<file path="src/rtl/uart_tx_sched_if.sv">
// Handshake bundle between the frame scheduler, its clients and the UART
// transmitter. The scheduler takes the slave view; the client/UART side
// takes the master view.
interface uart_tx_sched_if #(
  parameter int NUM_REQ = 4
);
  logic [NUM_REQ-1:0]   req;
  logic [8*NUM_REQ-1:0] req_data;
  logic [NUM_REQ-1:0]   req_last;
  logic [NUM_REQ-1:0]   byte_ack;
  logic [NUM_REQ-1:0]   gnt;
  logic                 busy;
  logic                 trmt;
  logic [7:0]           tx_data;
  logic                 tx_done;

  modport master (
    output req, req_data, req_last, tx_done,
    input  byte_ack, gnt, busy, trmt, tx_data
  );

  modport slave (
    input  req, req_data, req_last, tx_done,
    output byte_ack, gnt, busy, trmt, tx_data
  );
endinterface

</file>
<file path="src/rtl/uart_tx_sched.sv">
// Round-robin frame scheduler in front of a single 8N1 UART transmitter.
// One client owns the UART for a whole frame; bytes are streamed one at a
// time (trmt/tx_done handshake), then an optional idle gap is forced before
// the next arbitration.
// Build option: define UART_SCHED_HDR_EN to prefix every frame with a header
// byte {4'hA, client_id}. Without it no header logic exists.
module uart_tx_sched #(
  parameter int NUM_REQ = 4,
  parameter int GAP_CYC = 16
) (
  input  logic            clk,
  input  logic            rst_n,
  uart_tx_sched_if.slave  bus
);
  localparam int IW = (NUM_REQ > 1) ? $clog2(NUM_REQ) : 1;
  localparam int GW = (GAP_CYC > 1) ? $clog2(GAP_CYC) : 1;

  typedef enum logic [1:0] {ST_IDLE, ST_SEND, ST_WAIT, ST_GAP} state_t;
  state_t r_state, w_state_nxt;

  logic [IW-1:0]            r_rr_ptr;
  logic [IW-1:0]            r_gidx;
  logic [NUM_REQ-1:0]       r_gnt;
  logic [NUM_REQ-1:0]       r_byte_ack;
  logic                     r_trmt;
  logic [7:0]               r_tx_data;
  logic                     r_last_q;
  logic [GW-1:0]            r_gap_cnt;
`ifdef UART_SCHED_HDR_EN
  logic                     r_hdr_pend;
  logic [3:0]               w_hdr_id;
  assign w_hdr_id = 4'(r_gidx);
`endif

  logic [IW-1:0]            w_win_idx;
  logic                     w_win_vld;
  logic                     w_wait_done;
  logic                     w_gap_end;
  logic                     w_frame_cont;
  logic [NUM_REQ-1:0][7:0]  w_lane_byte;
  logic [7:0]               w_cur_byte;

  // Split the flat client data bus into one byte per lane
  for (genvar i = 0; i < NUM_REQ; i++) begin : g_lane
    assign w_lane_byte[i] = bus.req_data[8*i +: 8];
  end

  assign w_cur_byte = w_lane_byte[r_gidx];

  // The trmt cycle still shows the previous byte's done level, so skip it
  assign w_wait_done  = (r_state == ST_WAIT) && !r_trmt && bus.tx_done;
  assign w_frame_cont = !r_last_q && bus.req[r_gidx];
  assign w_gap_end    = (r_gap_cnt == GW'(GAP_CYC - 1));

  // Round-robin search: first pending client strictly above rr_ptr, wrapping
  always_comb begin
    int idx;
    w_win_vld = 1'b0;
    w_win_idx = '0;
    idx       = 0;
    for (int k = 1; k <= NUM_REQ; k++) begin
      idx = int'(r_rr_ptr) + k;
      if (idx >= NUM_REQ) idx = idx - NUM_REQ;
      if (!w_win_vld && bus.req[IW'(idx)]) begin
        w_win_vld = 1'b1;
        w_win_idx = IW'(idx);
      end
    end
  end

  // State register
  always_ff @(posedge clk or negedge rst_n) begin
    if (!rst_n) r_state <= ST_IDLE;
    else        r_state <= w_state_nxt;
  end

  // Next-state decode
  always_comb begin
    w_state_nxt = r_state;
    case (r_state)
      ST_IDLE: if (w_win_vld) w_state_nxt = ST_SEND;
      ST_SEND: w_state_nxt = ST_WAIT;
      ST_WAIT: begin
        if (w_wait_done) begin
          if (w_frame_cont)      w_state_nxt = ST_SEND;
          else if (GAP_CYC == 0) w_state_nxt = ST_IDLE;
          else                   w_state_nxt = ST_GAP;
        end
      end
      ST_GAP:  if (w_gap_end) w_state_nxt = ST_IDLE;
      default: w_state_nxt = ST_IDLE;
    endcase
  end

  // Grant, byte launch and gap counter registers
  always_ff @(posedge clk or negedge rst_n) begin
    if (!rst_n) begin
      r_rr_ptr   <= IW'(NUM_REQ - 1);
      r_gidx     <= '0;
      r_gnt      <= '0;
      r_byte_ack <= '0;
      r_trmt     <= 1'b0;
      r_tx_data  <= 8'h00;
      r_last_q   <= 1'b0;
      r_gap_cnt  <= '0;
`ifdef UART_SCHED_HDR_EN
      r_hdr_pend <= 1'b0;
`endif
    end else begin
      r_trmt     <= 1'b0;
      r_byte_ack <= '0;
      r_gap_cnt  <= (r_state == ST_GAP) ? r_gap_cnt + 1'b1 : '0;
      case (r_state)
        ST_IDLE: begin
          if (w_win_vld) begin
            r_gidx     <= w_win_idx;
            r_rr_ptr   <= w_win_idx;
            r_gnt      <= {{(NUM_REQ-1){1'b0}}, 1'b1} << w_win_idx;
`ifdef UART_SCHED_HDR_EN
            r_hdr_pend <= 1'b1;
`endif
          end
        end
        ST_SEND: begin
          r_trmt <= 1'b1;
`ifdef UART_SCHED_HDR_EN
          if (r_hdr_pend) begin
            r_tx_data  <= {4'hA, w_hdr_id};
            r_last_q   <= 1'b0;
            r_hdr_pend <= 1'b0;
          end else begin
`else
          begin
`endif
            r_tx_data  <= w_cur_byte;
            r_byte_ack <= r_gnt;
            r_last_q   <= bus.req_last[r_gidx];
          end
        end
        ST_WAIT: begin
          // Frame over (normal end or client withdrew mid-frame)
          if (w_wait_done && !w_frame_cont) r_gnt <= '0;
        end
        default: ;
      endcase
    end
  end

  assign bus.gnt      = r_gnt;
  assign bus.byte_ack = r_byte_ack;
  assign bus.trmt     = r_trmt;
  assign bus.tx_data  = r_tx_data;
  assign bus.busy     = (r_state != ST_IDLE);

endmodule

</file>
<file path="src/flat_wrapper.sv">
// flat-port wrapper written by rule: the top's interface ports become plain ports
module uart_tx_sched_flat 
#(
  parameter int NUM_REQ = 4,
  parameter int GAP_CYC = 16
)
  (clk, rst_n, bus_req, bus_req_data, bus_req_last, bus_tx_done, bus_byte_ack, bus_gnt, bus_busy, bus_trmt, bus_tx_data);
  uart_tx_sched_if #(.NUM_REQ(NUM_REQ)) bus_i ();
  input  logic clk;
  input  logic rst_n;
  input wire logic [$bits(bus_i.req)-1:0] bus_req;
  input wire logic [$bits(bus_i.req_data)-1:0] bus_req_data;
  input wire logic [$bits(bus_i.req_last)-1:0] bus_req_last;
  input wire logic [$bits(bus_i.tx_done)-1:0] bus_tx_done;
  output wire logic [$bits(bus_i.byte_ack)-1:0] bus_byte_ack;
  output wire logic [$bits(bus_i.gnt)-1:0] bus_gnt;
  output wire logic [$bits(bus_i.busy)-1:0] bus_busy;
  output wire logic [$bits(bus_i.trmt)-1:0] bus_trmt;
  output wire logic [$bits(bus_i.tx_data)-1:0] bus_tx_data;
  assign bus_i.req = bus_req;
  assign bus_i.req_data = bus_req_data;
  assign bus_i.req_last = bus_req_last;
  assign bus_i.tx_done = bus_tx_done;
  assign bus_byte_ack = bus_i.byte_ack;
  assign bus_gnt = bus_i.gnt;
  assign bus_busy = bus_i.busy;
  assign bus_trmt = bus_i.trmt;
  assign bus_tx_data = bus_i.tx_data;
  uart_tx_sched #(.NUM_REQ(NUM_REQ), .GAP_CYC(GAP_CYC)) u_core (.clk(clk), .rst_n(rst_n), .bus(bus_i));
endmodule
</file>
<file path="config.mk">
export PLATFORM = sky130hd
export DESIGN_NAME = uart_tx_sched_flat
export DESIGN_NICKNAME = d
export VERILOG_FILES = /design/src/rtl/uart_tx_sched_if.sv /design/src/rtl/uart_tx_sched.sv /design/src/flat_wrapper.sv
export SDC_FILE = /design/constraint.sdc
export NUM_CORES = 1
export LEC_CHECK = 0
export ABC_AREA = 0
export BUFFER_PORTS_ARGS = -buffer_cell sky130_fd_sc_hd__buf_4
export CAP_MARGIN = 5
export CORE_ASPECT_RATIO = 1.25
export CORE_MARGIN = 1
export CORE_UTILIZATION = 42
export CTS_BUF_LIST = sky130_fd_sc_hd__clkbuf_16
export DETAILED_ROUTE_END_ITERATION = 8
export PLACE_DENSITY = 0.75
export SKIP_CTS_REPAIR_TIMING = 1
export SLEW_MARGIN = 20
export SYNTH_ARGS = -nofsm -noshare
export SYNTH_HDL_FRONTEND = slang
export SYNTH_SLANG_ARGS = --single-unit
</file>
<file path="constraint.sdc">
create_clock -name clk -period 1.3 [get_ports clk]
set_input_delay 0 -clock clk [delete_from_list [all_inputs] [get_ports clk]]
set_output_delay 0 -clock clk [all_outputs]
set_load 0.005 [all_outputs]
</file>
=== Word-level counts from Yosys, hierarchy flattened ===
Index checks and enable logic that the tools add are counted.

* Input bits: 43
* Output and inout bits: 18
* Flip-flop bits (word level): 28

* $lt $le $gt $ge: 9
* Add/subtract/negate cells: 9
* Reductions and logical operators: 19
* Equality and inequality tests: 8
* Multiplexer cells: 41
* Shifts and indexed selects: 1

{| class="wikitable"
|+ Operator list
! cell !! count
|-
| $mux W2 || 12
|-
| $bmux W8 S2 || 1
|-
| $lt A2 B4 Y1 const B || 4
|-
| $mux W4 || 4
|-
| $mux W1 || 15
|-
| $bmux W1 S2 || 6
|-
| $ge A3 B3 Y1 const B || 3
|-
| $mux W8 || 1
|-
| $pmux W2 S4 || 1
|-
| $pmux W4 S2 || 1
|-
| $sub A2 B1 Y2 const B || 4
|-
| $logic_and A1 B1 Y1 || 7
|-
| $add A2 B2 Y3 const B || 2
|-
| $logic_not A1 Y1 || 6
|-
| $ne A2 B1 Y1 const B || 3
|-
| $reduce_and A3 Y1 || 2
|-
| $add A2 B3 Y4 const B || 1
|-
| $add A4 B1 Y4 const B || 1
|-
| $eq A2 B2 Y1 const B || 2
|-
| $eq A4 B4 Y1 const B || 1
|-
| $ge A4 B3 Y1 const B || 1
|-
| $reduce_bool A2 Y1 || 2
|-
| $shl A1 B2 Y4 const A || 1
|-
| $add A2 B1 Y3 const B || 1
|-
| other kinds (5) || 5
|}

=== Longest topological paths before layout ===
* Depth after elaboration: 19
* Depth in mapped cells: 5
* Depth with buffers taken out: 5

=== Worst setup path before layout ===
Ideal clock, no wire load.

* Path kind: register -> register
* From: register u_core.r_gidx[0]
* To: register u_core.r_tx_data[2] (netlist: u_core.bus.tx_data[2])
* Required time: 1175 ps
* Path buffers: 1
* Path slack: -81 ps
* Arrival: 1256 ps
* Stages on the path, launching flop included: 4
* Setup time: 125 ps
* Path through: dfrtp_1 > buf_6 > mux4_2 > mux2_4

* Word-level cells in the longest chain between the ends: 2

{| class="wikitable"
|+ RTL lines
! element !! RTL line !! RTL
|-
| from (decl) || uart_tx_sched.sv:22 || <nowiki>logic [IW-1:0] r_gidx;</nowiki>
|-
| from (signal assigned) || uart_tx_sched.sv:116 || <nowiki>r_gidx <= w_win_idx;</nowiki>
|-
| $bmux W8 S2 || uart_tx_sched.sv:48 || <nowiki>assign w_cur_byte = w_lane_byte[r_gidx];</nowiki>
|-
| $mux W8 (implied by the code) || uart_tx_sched.sv:48 ||
|-
| to (signal assigned) || uart_tx_sched.sv:135 || <nowiki>r_tx_data <= w_cur_byte;</nowiki>
|-
| to (decl) || uart_tx_sched.sv:26 || <nowiki>logic [7:0] r_tx_data;</nowiki>
|}

Every way passes these cells. The select of a mux whose other input is x is not followed.
A chain may end at the register's enable or synchronous reset.

=== Worst setup path after layout ===
* From: register u_core.r_state[0]
* To: register u_core.r_tx_data[1] (netlist: u_core.bus.tx_data[1])

* Word-level cells in the longest chain between the ends: 1

{| class="wikitable"
|+ RTL lines
! element !! RTL line !! RTL
|-
| from (decl) || uart_tx_sched.sv:19 || <nowiki>state_t r_state, w_state_nxt;</nowiki>
|-
| from (signal assigned) || uart_tx_sched.sv:74 || <nowiki>else r_state <= w_state_nxt;</nowiki>
|-
| $eq A2 B1 Y1 || uart_tx_sched.sv:113 || <nowiki>case (r_state)</nowiki>
|}

Every way passes these cells.

==> metrics.yaml <==
setup_viol: 15
synthDistinctLibCells: 35
hold_ws_ps: 182
period_needed_ps: 1480
ys_top_cells_by_area: "dfrtp_1 46%, mux4_2 16%, mux2_4 5.3%"
fin_cells: 217
cts_tree: "built"
ir_drop_uv: 1290
dp_hpwl_um: 2460
cts-root-buf: "clkbuf_16"
syn-num-nets: 150
first_pass_iters: 4
cpMaxStageDelayCell: "dfrtp_1"
start_util: 0.442
numClockSinks: 28
slowest_delay_ps: 440
syn_area_mm2: 0.00143
startpoint_type: "flop"
path_class: "flop to flop"
numCtsBuffers: 3
port_buffers: 60
synth_top_area_frac: 0.457
hold_end: "u_core.bus.tx_data[2]"
viasPerCell: 5.35
drt-total-wl_um: 3330
first_global_vias: 1176
hp-class: "input port to flop"
insertion_delay_ps: 260
required_ps: 1450
final_area_mm2: 0.00215
ys.flop_type: "dfrtp_1"
syn_to_final_growth_pct: 50.8
netlist_instances: 106
crit_arrival_ps: 1630
vias: 1162
yosys.area.top_type: "dfrtp_1"
antenna_cells: 0
syn_avg_cell_area_um2: 13.4
core.rowCount: 23
n_fill_cell: 231
synth_common_cells: "26 x dfrtp_1, 10 x mux4_2, 8 x nor2_1"
hold_violations: 0
route.detailed.drc: 0
yosysMostFrequentCell: "dfrtp_1"
powerDensity_mw_per_mm2: 1990
dp.cells: 210
finalCritPeriodShare: 1.14
overflow: 0
ys_seq_elements: 28
io_pins: 61
die-area_mm2: 0.00363
drt_iter0_drc: 20
synth-seq-area-share: 0.493
r2r_start: "u_core.r_state[0]"
reg2reg_to: "u_core.bus.tx_data[1]"
die_h_um: 67.1
min-delay-start: "bus_req_data[2]"
finalPower_mw: 4.28
async_flop_share: 1.00
skew_ps: 2.52
cp_top_family: "flip-flops"
routedWlPerCell_um: 15.4
finalWeightedCongestion: 0.830
coreArea_mm2: 0.00322
clk_pin_slew_worst_paths_ps: 70
drv_cap: 0
grt_start_max_net_pins: 29
r2r_slack_ps: -180
nNetsFinal: 225
die_w_um: 54.1
min_path_cells: 3
track_usage: 0.196
report.final.slew_viol_count: 0
relSlewSlack: 0.711
status: "finished, violations left"
htree_levels: 1
fin_ws_ps: -181
grt_pass1_wl_um: 5020
critPathMaxFanout: 5
path_cells: "nor2b_1 > buf_4 > mux2_2"
rr_worst_depth: 3
endpoint_kind: "flop"
worst_slew_pin_slew_ps: 430
rsz0062_at_grt: "true"
cts_buffer_depth: 2
placed_area_mm2: 0.00199
detail-route-antenna-nets: 0
synth_warnings: 0
p_leak_nw: 1.03
drive_gt1_frac: 0.606
antenna_found_initial: 0
max_freq_ghz: 0.675
violations: "negative setup slack"
cp_num_buf_inv: 1
synth_edf_count: 0
[worst max-delay path by stage]
stage	from	end	depth (start not counted)
after floorplan	u_core.r_gidx[0]	u_core.bus.tx_data[2]	3
after global placement	u_core.r_rr_ptr[0]	u_core.bus.gnt[3]	4
after detailed placement	u_core.r_gidx[0]	u_core.bus.tx_data[1]	3
after CTS	u_core.r_rr_ptr[0]	u_core.r_gidx[0]	4
after global routing	u_core.r_gidx[0]	u_core.bus.tx_data[1]	3
final	u_core.r_state[0]	u_core.bus.tx_data[1]	3
[layout by cell type (no fill, tap or decap), types with 2 or more instances in the layout]
cell type  instances
buf_4             72
dfrtp_1           26
mux4_2            10
nor2_1             8
mux2_4             5
inv_1              4
and2_1             4
mux2_2             4
nand2b_1           3
o21ai_0            3
nor3_1             3
clkbuf_16          3
nand2_1            2
nand3_1            2
nand2b_4           2
o2bb2ai_2          2
a22o_1             2
a21oi_1            2
dfstp_2            2
[per-layer routing]
layer,share of wire,vias to the layer above,track usage
met5,0,-,0
met4,0.014,0,0.0769
met3,0.067,4,0.0320
met2,0.54,56,0.343
met1,0.38,568,0.234
li1,-,534,-
[logic make-up after synthesis]
family	count (synthesis)	synth area share
AO/OA/AOI/OAI	19	0.105
XOR/XNOR	2	0.0123
adder cells (fa/ha/maj)	1	0.00878
buffers and inverters	8	0.0307
flip-flops	28	0.493
multiplexers	19	0.242
AND/OR/NAND/NOR	29	0.107
[stage by stage]
stage | util | setup slack, ps | TNS, ps
after floorplan | - | -80.8 | -791
after global placement | 0.618 | -95.2 | -1170
after detailed placement | 0.618 | -138 | -1600
after CTS | 0.643 | -156 | -1790
after global routing | 0.667 | -168 | -1950
final | 0.667 | -181 | -1810
[report_power, final]
group / internal, mW / total (mW) / switching (mW)
sequential: 1.24 / 1.52 / 0.286
clock: 0.412 / 0.693 / 0.281
combinational: 1.30 / 2.07 / 0.768
[area by class of cell]
type / count / area [um2] / area share
Tap cell: 37 / 46.3 / 0.0215
Sequential cell: 28 / 703 / 0.327
Multi-Input combinational cell: 70 / 736 / 0.342
Inverter: 4 / 15.0 / 0.00698
Clock buffer: 3 / 75.1 / 0.0349
Clock inverter: 1 / 3.75 / 0.00175
Timing Repair Buffer: 74 / 571 / 0.265
[registers in the layout (all words and copies together), names as in the netlist]
name / flops
u_core.bus.tx_data: 8
u_core.bus.byte_ack: 4
u_core.bus.gnt: 4
u_core.r_gap_cnt: 4
u_core.r_gidx: 2
u_core.r_rr_ptr: 2
u_core.r_state: 2
u_core.bus.trmt: 1
u_core.r_last_q: 1
[worst reg2reg max path: stages, from the launching register on]
cell     delay, ps
dfrtp_1        440
nor2b_1        380
buf_4          220
mux2_2         340
No activity file was read; power rests on OpenSTA's default activity.
